$ cat config.mk
export PLATFORM = sky130hd
export DESIGN_NAME = fetch_sequencer_flat
export DESIGN_NICKNAME = d
export VERILOG_FILES = /design/src/rtl/fetch_sequencer_if.sv /design/src/rtl/fetch_sequencer.sv /design/src/flat_wrapper.sv
export SDC_FILE = /design/constraint.sdc
export NUM_CORES = 1
export LEC_CHECK = 0
export ABC_AREA = 1
export CAP_MARGIN = 25
export CORE_MARGIN = 5
export CORE_UTILIZATION = 42
export DETAILED_ROUTE_END_ITERATION = 8
export GPL_TIMING_DRIVEN = 0
export PLACE_DENSITY = 0.78
export RECOVER_POWER = 100
export SLEW_MARGIN = 20
export SYNTH_ARGS = -nofsm -noshare
export SYNTH_HDL_FRONTEND = slang
export SYNTH_SLANG_ARGS = --single-unit
$ cat constraint.sdc
create_clock -name clk -period 2.1 [get_ports clk]
set_clock_uncertainty 0.1 [all_clocks]
set_input_delay 0.42 -clock clk [delete_from_list [all_inputs] [get_ports clk]]
set_output_delay 0.42 -clock clk [all_outputs]
set_load 0.1 [all_outputs]
$ cat src/rtl/fetch_sequencer_if.sv
// Fetch sequencer bus bundle: control inputs, instruction-memory handshake,
// decode-side delivery and status.
//   master : fetch_sequencer side (drives imem_req/imem_addr, delivers instr)
//   slave  : environment side (memory, decode, control)
interface fetch_sequencer_if #(
  parameter int unsigned PC_W  = 10,
  parameter int unsigned OFF_W = 20
);
  logic             start;
  logic             stall;
  logic             branch;
  logic [OFF_W-1:0] jump_offset;
  logic             imem_req;
  logic [PC_W-1:0]  imem_addr;
  logic             imem_ack;
  logic [31:0]      imem_rdata;
  logic             instr_valid;
  logic [31:0]      instr;
  logic [PC_W-1:0]  instr_pc;
  logic [PC_W-1:0]  pc_out;
  logic             busy;
  logic             fault;

  modport master (
    input  start, stall, branch, jump_offset, imem_ack, imem_rdata,
    output imem_req, imem_addr, instr_valid, instr, instr_pc, pc_out, busy, fault
  );

  modport slave (
    output start, stall, branch, jump_offset, imem_ack, imem_rdata,
    input  imem_req, imem_addr, instr_valid, instr, instr_pc, pc_out, busy, fault
  );
endinterface

$ cat src/rtl/fetch_sequencer.sv
// Fetch sequencer: sequences the PC, issues word fetches to instruction memory,
// holds each instruction until decode accepts it and applies branch redirects
// (target = instr_pc + signed jump_offset, modulo 2^PC_W).
// Ports:
//   clk   : clock, rising edge
//   reset : asynchronous active-low reset
//   bus   : fetch_sequencer_if.master (control, imem handshake, decode output,
//           pc_out/busy/fault status)
// Misaligned branch targets and imem_ack timeouts set a sticky fault and park
// the sequencer in HALT until reset.
module fetch_sequencer #(
  parameter int unsigned PC_W     = 10,
  parameter int unsigned OFF_W    = 20,
  parameter int unsigned RESET_PC = 0,
  parameter int unsigned TIMEOUT  = 15
) (
  input logic              clk,
  input logic              reset,
  fetch_sequencer_if.master bus
);

  localparam int unsigned SumW = (OFF_W > PC_W) ? OFF_W : PC_W;
  localparam int unsigned CntW = $clog2(TIMEOUT + 1);

  typedef enum logic [1:0] {StIdle, StFetch, StDeliver, StHalt} state_e;

  state_e            state_q, state_d;
  logic [PC_W-1:0]   pc_q, pc_d;
  logic [PC_W-1:0]   ipc_q, ipc_d;
  logic [31:0]       instr_q, instr_d;
  logic              fault_q, fault_d;
  logic [CntW-1:0]   tmo_q, tmo_d;
  logic              pend_q, pend_d;
  logic [PC_W-1:0]   ptgt_q, ptgt_d;

  logic [PC_W-1:0]   target;
  logic              misaligned;

  // Sign-extend the offset to the wider of the two widths, then wrap to PC_W.
  assign target     = PC_W'(SumW'(ipc_q) + SumW'($signed(bus.jump_offset)));
  assign misaligned = |target[1:0];

  always_ff @(posedge clk or negedge reset) begin
    if (!reset) begin
      state_q <= StIdle;
      pc_q    <= PC_W'(RESET_PC);
      ipc_q   <= PC_W'(RESET_PC);
      instr_q <= '0;
      fault_q <= 1'b0;
      tmo_q   <= '0;
      pend_q  <= 1'b0;
      ptgt_q  <= '0;
    end else begin
      state_q <= state_d;
      pc_q    <= pc_d;
      ipc_q   <= ipc_d;
      instr_q <= instr_d;
      fault_q <= fault_d;
      tmo_q   <= tmo_d;
      pend_q  <= pend_d;
      ptgt_q  <= ptgt_d;
    end
  end

  always_comb begin
    state_d = state_q;
    pc_d    = pc_q;
    ipc_d   = ipc_q;
    instr_d = instr_q;
    fault_d = fault_q;
    tmo_d   = tmo_q;
    pend_d  = pend_q;
    ptgt_d  = ptgt_q;

    unique case (state_q)
      StIdle: begin
        if (bus.start) state_d = StFetch;
      end

      StFetch: begin
        if (bus.branch && misaligned) begin
          fault_d = 1'b1;
          state_d = StHalt;
          tmo_d   = '0;
          pend_d  = 1'b0;
        end else if (bus.imem_ack) begin
          tmo_d = '0;
          if (bus.branch || pend_q) begin
            // Data belongs to the abandoned path: drop it and re-issue at the target.
            pc_d   = bus.branch ? target : ptgt_q;
            pend_d = 1'b0;
          end else begin
            instr_d = bus.imem_rdata;
            ipc_d   = pc_q;
            state_d = StDeliver;
          end
        end else begin
          // Keep the request up; the latest branch wins.
          if (bus.branch) begin
            pend_d = 1'b1;
            ptgt_d = target;
          end
          if (tmo_q == CntW'(TIMEOUT - 1)) begin
            fault_d = 1'b1;
            state_d = StHalt;
            tmo_d   = '0;
            pend_d  = 1'b0;
          end else begin
            tmo_d = tmo_q + CntW'(1);
          end
        end
      end

      StDeliver: begin
        // Branch consumes the instruction even when decode is stalled.
        if (bus.branch) begin
          if (misaligned) begin
            fault_d = 1'b1;
            state_d = StHalt;
          end else begin
            pc_d    = target;
            state_d = StFetch;
          end
        end else if (!bus.stall) begin
          pc_d    = pc_q + PC_W'(4);
          state_d = StFetch;
        end
      end

      StHalt: begin
        state_d = StHalt;
      end

      default: begin
        state_d = StHalt;
      end
    endcase
  end

  assign bus.imem_req    = (state_q == StFetch);
  assign bus.imem_addr   = pc_q;
  assign bus.pc_out      = pc_q;
  assign bus.instr_valid = (state_q == StDeliver);
  assign bus.instr       = instr_q;
  assign bus.instr_pc    = ipc_q;
  assign bus.busy        = (state_q == StFetch) || (state_q == StDeliver);
  assign bus.fault       = fault_q;

endmodule
$ cat src/flat_wrapper.sv
// flat-port wrapper written by rule: the top's interface ports become plain ports
module fetch_sequencer_flat 
#(
  parameter int unsigned PC_W     = 10,
  parameter int unsigned OFF_W    = 20,
  parameter int unsigned RESET_PC = 0,
  parameter int unsigned TIMEOUT  = 15
)
  (clk, reset, bus_start, bus_stall, bus_branch, bus_jump_offset, bus_imem_ack, bus_imem_rdata, bus_imem_req, bus_imem_addr, bus_instr_valid, bus_instr, bus_instr_pc, bus_pc_out, bus_busy, bus_fault);
  fetch_sequencer_if #(.PC_W(PC_W), .OFF_W(OFF_W)) bus_i ();
  input logic clk;
  input logic reset;
  input wire logic [$bits(bus_i.start)-1:0] bus_start;
  input wire logic [$bits(bus_i.stall)-1:0] bus_stall;
  input wire logic [$bits(bus_i.branch)-1:0] bus_branch;
  input wire logic [$bits(bus_i.jump_offset)-1:0] bus_jump_offset;
  input wire logic [$bits(bus_i.imem_ack)-1:0] bus_imem_ack;
  input wire logic [$bits(bus_i.imem_rdata)-1:0] bus_imem_rdata;
  output wire logic [$bits(bus_i.imem_req)-1:0] bus_imem_req;
  output wire logic [$bits(bus_i.imem_addr)-1:0] bus_imem_addr;
  output wire logic [$bits(bus_i.instr_valid)-1:0] bus_instr_valid;
  output wire logic [$bits(bus_i.instr)-1:0] bus_instr;
  output wire logic [$bits(bus_i.instr_pc)-1:0] bus_instr_pc;
  output wire logic [$bits(bus_i.pc_out)-1:0] bus_pc_out;
  output wire logic [$bits(bus_i.busy)-1:0] bus_busy;
  output wire logic [$bits(bus_i.fault)-1:0] bus_fault;
  assign bus_i.start = bus_start;
  assign bus_i.stall = bus_stall;
  assign bus_i.branch = bus_branch;
  assign bus_i.jump_offset = bus_jump_offset;
  assign bus_i.imem_ack = bus_imem_ack;
  assign bus_i.imem_rdata = bus_imem_rdata;
  assign bus_imem_req = bus_i.imem_req;
  assign bus_imem_addr = bus_i.imem_addr;
  assign bus_instr_valid = bus_i.instr_valid;
  assign bus_instr = bus_i.instr;
  assign bus_instr_pc = bus_i.instr_pc;
  assign bus_pc_out = bus_i.pc_out;
  assign bus_busy = bus_i.busy;
  assign bus_fault = bus_i.fault;
  fetch_sequencer #(.PC_W(PC_W), .OFF_W(OFF_W), .RESET_PC(RESET_PC), .TIMEOUT(TIMEOUT)) u_core (.clk(clk), .reset(reset), .bus(bus_i));
endmodule
==> results by stage <==
Outcome:
- The run finished, with violations left.
- The checks that failed: setup timing.

Timing:
- The maximum clock rate is 463.7 MHz.
- The hold violation count in the final report came to 0.
- The worst hold slack is 0.3568 ns.
- The slew at the pin closest to its max-slew limit is 0.9677 ns.
- The number of max-slew violations in the final report is 0.
- Headroom to the max-slew limit came out at 35.74%.
- The worst setup margin is -0.05654 ns.
- Setup violations remaining at the end of the flow were counted as 26.
- In the finished design, the share of the clock period the worst path needs comes to 102.7%.
- Setup repair after global routing could not meet its margin everywhere.
- Subtracting the final worst setup slack from the clock period gives 2.157 ns.

Yosys:
- In the synthesized netlist, the number of instances is 393.
- Averaged over all synthesized cells, the footprint is 9.624 sq um.
- Yosys mapped a number of flops with a built-in enable equal to 0.
- During synthesis, Yosys emitted a total of 0 warnings.
- The share of the Yosys chip area taken by registers is 46.31%.
- The count of unique library cells instantiated by Yosys is 38.
- The most instantiated flip-flop cell in the synthesis netlist is dfrtp_1.
- The post-synthesis net count is 469.
- The fraction of registers with async set/reset is 100.0%.
- The total standard cell area after synthesis is 3782 sq um.
- The number of storage elements in the synthesis netlist is 70.

CTS:
- The buffer type at the clock tree root is clkbuf_8.
- The clock passes through at most 2 buffers.
- Clock tree synthesis inserted a total of 9 buffers.
- The clock tree synthesis step divided the H-tree into 3 levels.
- TritonCTS built the clock tree.
- At the later pin of the worst-skew pair, clock insertion delay measures 0.35 ns.
- The clock net sink count is 70.
- Clock-pin slew was measured on the worst setup and hold paths at 0.08 ns.

Placed design:
- The detailed placement HPWL is 7562 microns.
- The placed standard-cell area is 5114 sq um.
- At the end of routability-driven placement, the weighted congestion stood at 0.8203.
- Input and output buffers added on the ports amount to 112.

Global routing:
- Across every metal layer, demand over resource in global routing totals 18.47%.
- The number of antenna violations at the first check in global routing is 0.
- The total overflow left after global routing is 0.
- The maximum number of pins on one net before global-route repair is 49.
- The wire length of the first global-routing pass is 16,590 microns.
- The via count of the first global-routing pass was 3,345.

Floorplanning:
- The number of standard-cell rows in the floorplan is 34.
- The I/O pin count is 124.
- The die covers 11,000 sq um.
- The floorplan die width is 104.9 microns.
- After floorplanning, the core was sized to cover 8763 sq um.
- Measured along the y axis, the die boundary spans 104.9 microns.
- For this configuration, the core starts out at a cell density of 43.16%.

Routing:
- For this run, the detailed router's first-pass iteration total came to 5.
- In this run the remaining antenna-violating nets after routing total 0.
- The detailed-route DRC error count is 0.
- The mean number of vias per cell is 5.052.
- The routed length per instance is 15.66 microns.
- Summed over all layers, the routed wires come to 10,020 microns.
- For this block, the via count after detailed routing is 3,233.
- The detailed router's first-iteration violation count is 151.

Hold path:
- In this run the most critical hold path is launched from bus_branch.
- The tightest min-delay check is of the primary input to flop type.
- The cell depth of the worst min-delay path is 4.
- The endpoint with the worst hold slack is u_core.bus.imem_addr[3]$_DFFE_PN0P_.

Cells and area:
- The repair_antennas step left the layout with diodes totalling 0.
- The post-layout net count is 603.
- The layout-stage area growth over the synthesis result is 41.91%.
- The final design instance area without fill is 5368 sq um.
- Of the cells placed in the final design, the portion with a size suffix greater than 1 is 34.59%.

Job:
- Max-cap violations in this run came to 0.

Setup path:
- For the worst setup path, the data arrival time is 2.30 ns.
- Measured in cells, the most critical reg-to-reg path has a length of 11.
- The worst flop-to-flop path startpoint is u_core.bus.instr_pc[0]$_DFFE_PN0P_.
- Along the worst path, the maximum fanout reaches 5.
- The worst register-to-register path has a setup slack of -0.06 ns.
- The type of destination of the critical path is a flop.
- For the worst setup path, the data required time is 2.24 ns.
- In this run the critical register-to-register path is captured at u_core.bus.imem_addr[5]$_DFFE_PN0P_.
- The start point of the critical path is u_core.bus.instr_pc[0]$_DFFE_PN0P_.
- The worst setup path is launched from a flop.
- The worst setup path is of the flop to flop kind.
[registers in the layout, summed over array words and instances, names as in the netlist]
signal and cells:
u_core.bus.fault 1, u_core.bus.imem_addr 10, u_core.bus.instr 32, u_core.bus.instr_pc 10, u_core.pend_q 1, u_core.ptgt_q 10, u_core.state_q 2, u_core.tmo_q 4
[metal layers]
| layer | vias up | GRT usage [%] | share of wire [%] |
|---|---|---|---|
| met5 | - | 0 | 0 |
| met4 | 0 | 4.932 | 1.5 |
| met3 | 15 | 4.192 | 5.4 |
| met2 | 110 | 33.45 | 54 |
| met1 | 1544 | 21.94 | 39 |
| li1 | 1564 | - | - |
[final cells by class]
cell class	instances	area [sq um]
Timing Repair Buffer	123	1080
Buffer	19	153.9
Clock inverter	7	120.1
Inverter	39	151.4
Fill cell	729	3396
Sequential cell	70	1763
Multi-Input combinational cell	265	1841
Tap cell	108	135.1
Clock buffer	9	123.9
[layout by cell type, fill, tap and decap left out, types with 3 or more instances in the layout]
cell type / count
a21oi_1: 22
a31oi_1: 3
buf_4: 19
buf_6: 5
bufinv_16: 3
clkbuf_2: 33
clkbuf_8: 9
clkdlybuf4s15_1: 7
clkdlybuf4s15_2: 25
clkdlybuf4s50_1: 44
dfrtp_1: 63
dfrtp_2: 6
ha_1: 13
inv_1: 33
inv_2: 4
mux2_2: 17
mux2_4: 20
nand2_1: 74
nand2_2: 4
nand2_4: 4
nand3_1: 15
nand3b_1: 3
nand4_1: 4
nor2_1: 25
nor2_2: 7
nor2_4: 3
nor3_1: 4
o21ai_0: 13
o21ai_1: 9
o22ai_1: 3
[per-stage QoR]
step	worst slack, ns	utilization, %	setup TNS [ns]	cells
2_1_floorplan	-0.1304	-	-1.542	393
3_3_place_gp	-2.361	58.07	-149.50	613
3_5_place_dp	-0.6118	58.35	-16.08	614
4_1_cts	-0.05797	62.35	-0.1802	636
5_1_grt	-0.1393	61.25	-4.375	640
6_report	-0.05654	61.25	-0.3337	640
[how the worst max path moves through the flow]
stage                                     endpoint  slack, ns  cells after the start
3_5_place_dp         u_core.state_q[1]$_DFFE_PN0P_      -0.61                     10
2_1_floorplan  u_core.bus.imem_addr[5]$_DFFE_PN0P_      -0.13                     11
6_report       u_core.bus.imem_addr[5]$_DFFE_PN0P_      -0.06                     11
3_3_place_gp    u_core.bus.instr_pc[0]$_DFFE_PN0P_      -2.36                      1
4_1_cts        u_core.bus.imem_addr[5]$_DFFE_PN0P_      -0.06                     11
5_1_grt        u_core.bus.imem_addr[5]$_DFFE_PN0P_      -0.14                     11
[what timing repair did]
action | 4_1_cts | 5_1_grt
cloned | 1 | 0
buffers inserted | 4 | 4
endpoints found under the setup margin | 90 | 71
endpoints found under the hold margin | 22 | 0
hold buffers | 1 | 0
pin swaps | 8 | 5
resized for setup | 180 | 56
[worst max-delay path, stage by stage (launching register included)]
cell and delay [ns]:
dfrtp_4 0.49, ha_4 0.17, fa_1 0.47, nand2_2 0.11, nand2_4 0.09, o21ai_4 0.09, nand3_4 0.13, inv_4 0.09
buf_6 0.12, nand2_2 0.05, nor2_2 0.08, nor2_2 0.05
[cell families after synthesis]
group,after synthesis,synth area share [%]
buffers and inverters,58,7.807
adders and majority gates,18,6.153
AOI/OAI and AO/OA,59,8.535
and+or+nand+nor,148,17.50
xor gates and xnor gates,3,0.6948
muxes,37,13.00
DFF,70,46.31
[Yosys cell counts (2+ instances only)]
master | instances | area, sq um
inv_1 | 34 | 127.6
inv_2 | 5 | 18.77
dfrtp_1 | 70 | 1752
buf_2 | 2 | 10.01
nand3b_1 | 3 | 22.52
xnor2_1 | 2 | 17.52
mux2_4 | 20 | 300.3
buf_6 | 4 | 45.04
nor2_2 | 2 | 12.51
nand2_2 | 2 | 12.51
nand4_1 | 4 | 25.02
o22ai_1 | 3 | 18.77
nand3_1 | 15 | 75.07
buf_4 | 12 | 90.09
nand2_1 | 79 | 296.5
o21ai_0 | 16 | 80.08
o211ai_1 | 2 | 15.01
a31oi_1 | 3 | 18.77
mux2_2 | 17 | 191.4
nor2_1 | 32 | 120.1
o21ai_1 | 7 | 35.03
a21oi_1 | 23 | 115.1
nor3_1 | 5 | 25.02
ha_1 | 17 | 212.7
Power is not shown: default switching activity piles up to over one toggle a cycle in this logic, so the estimate is an artifact.
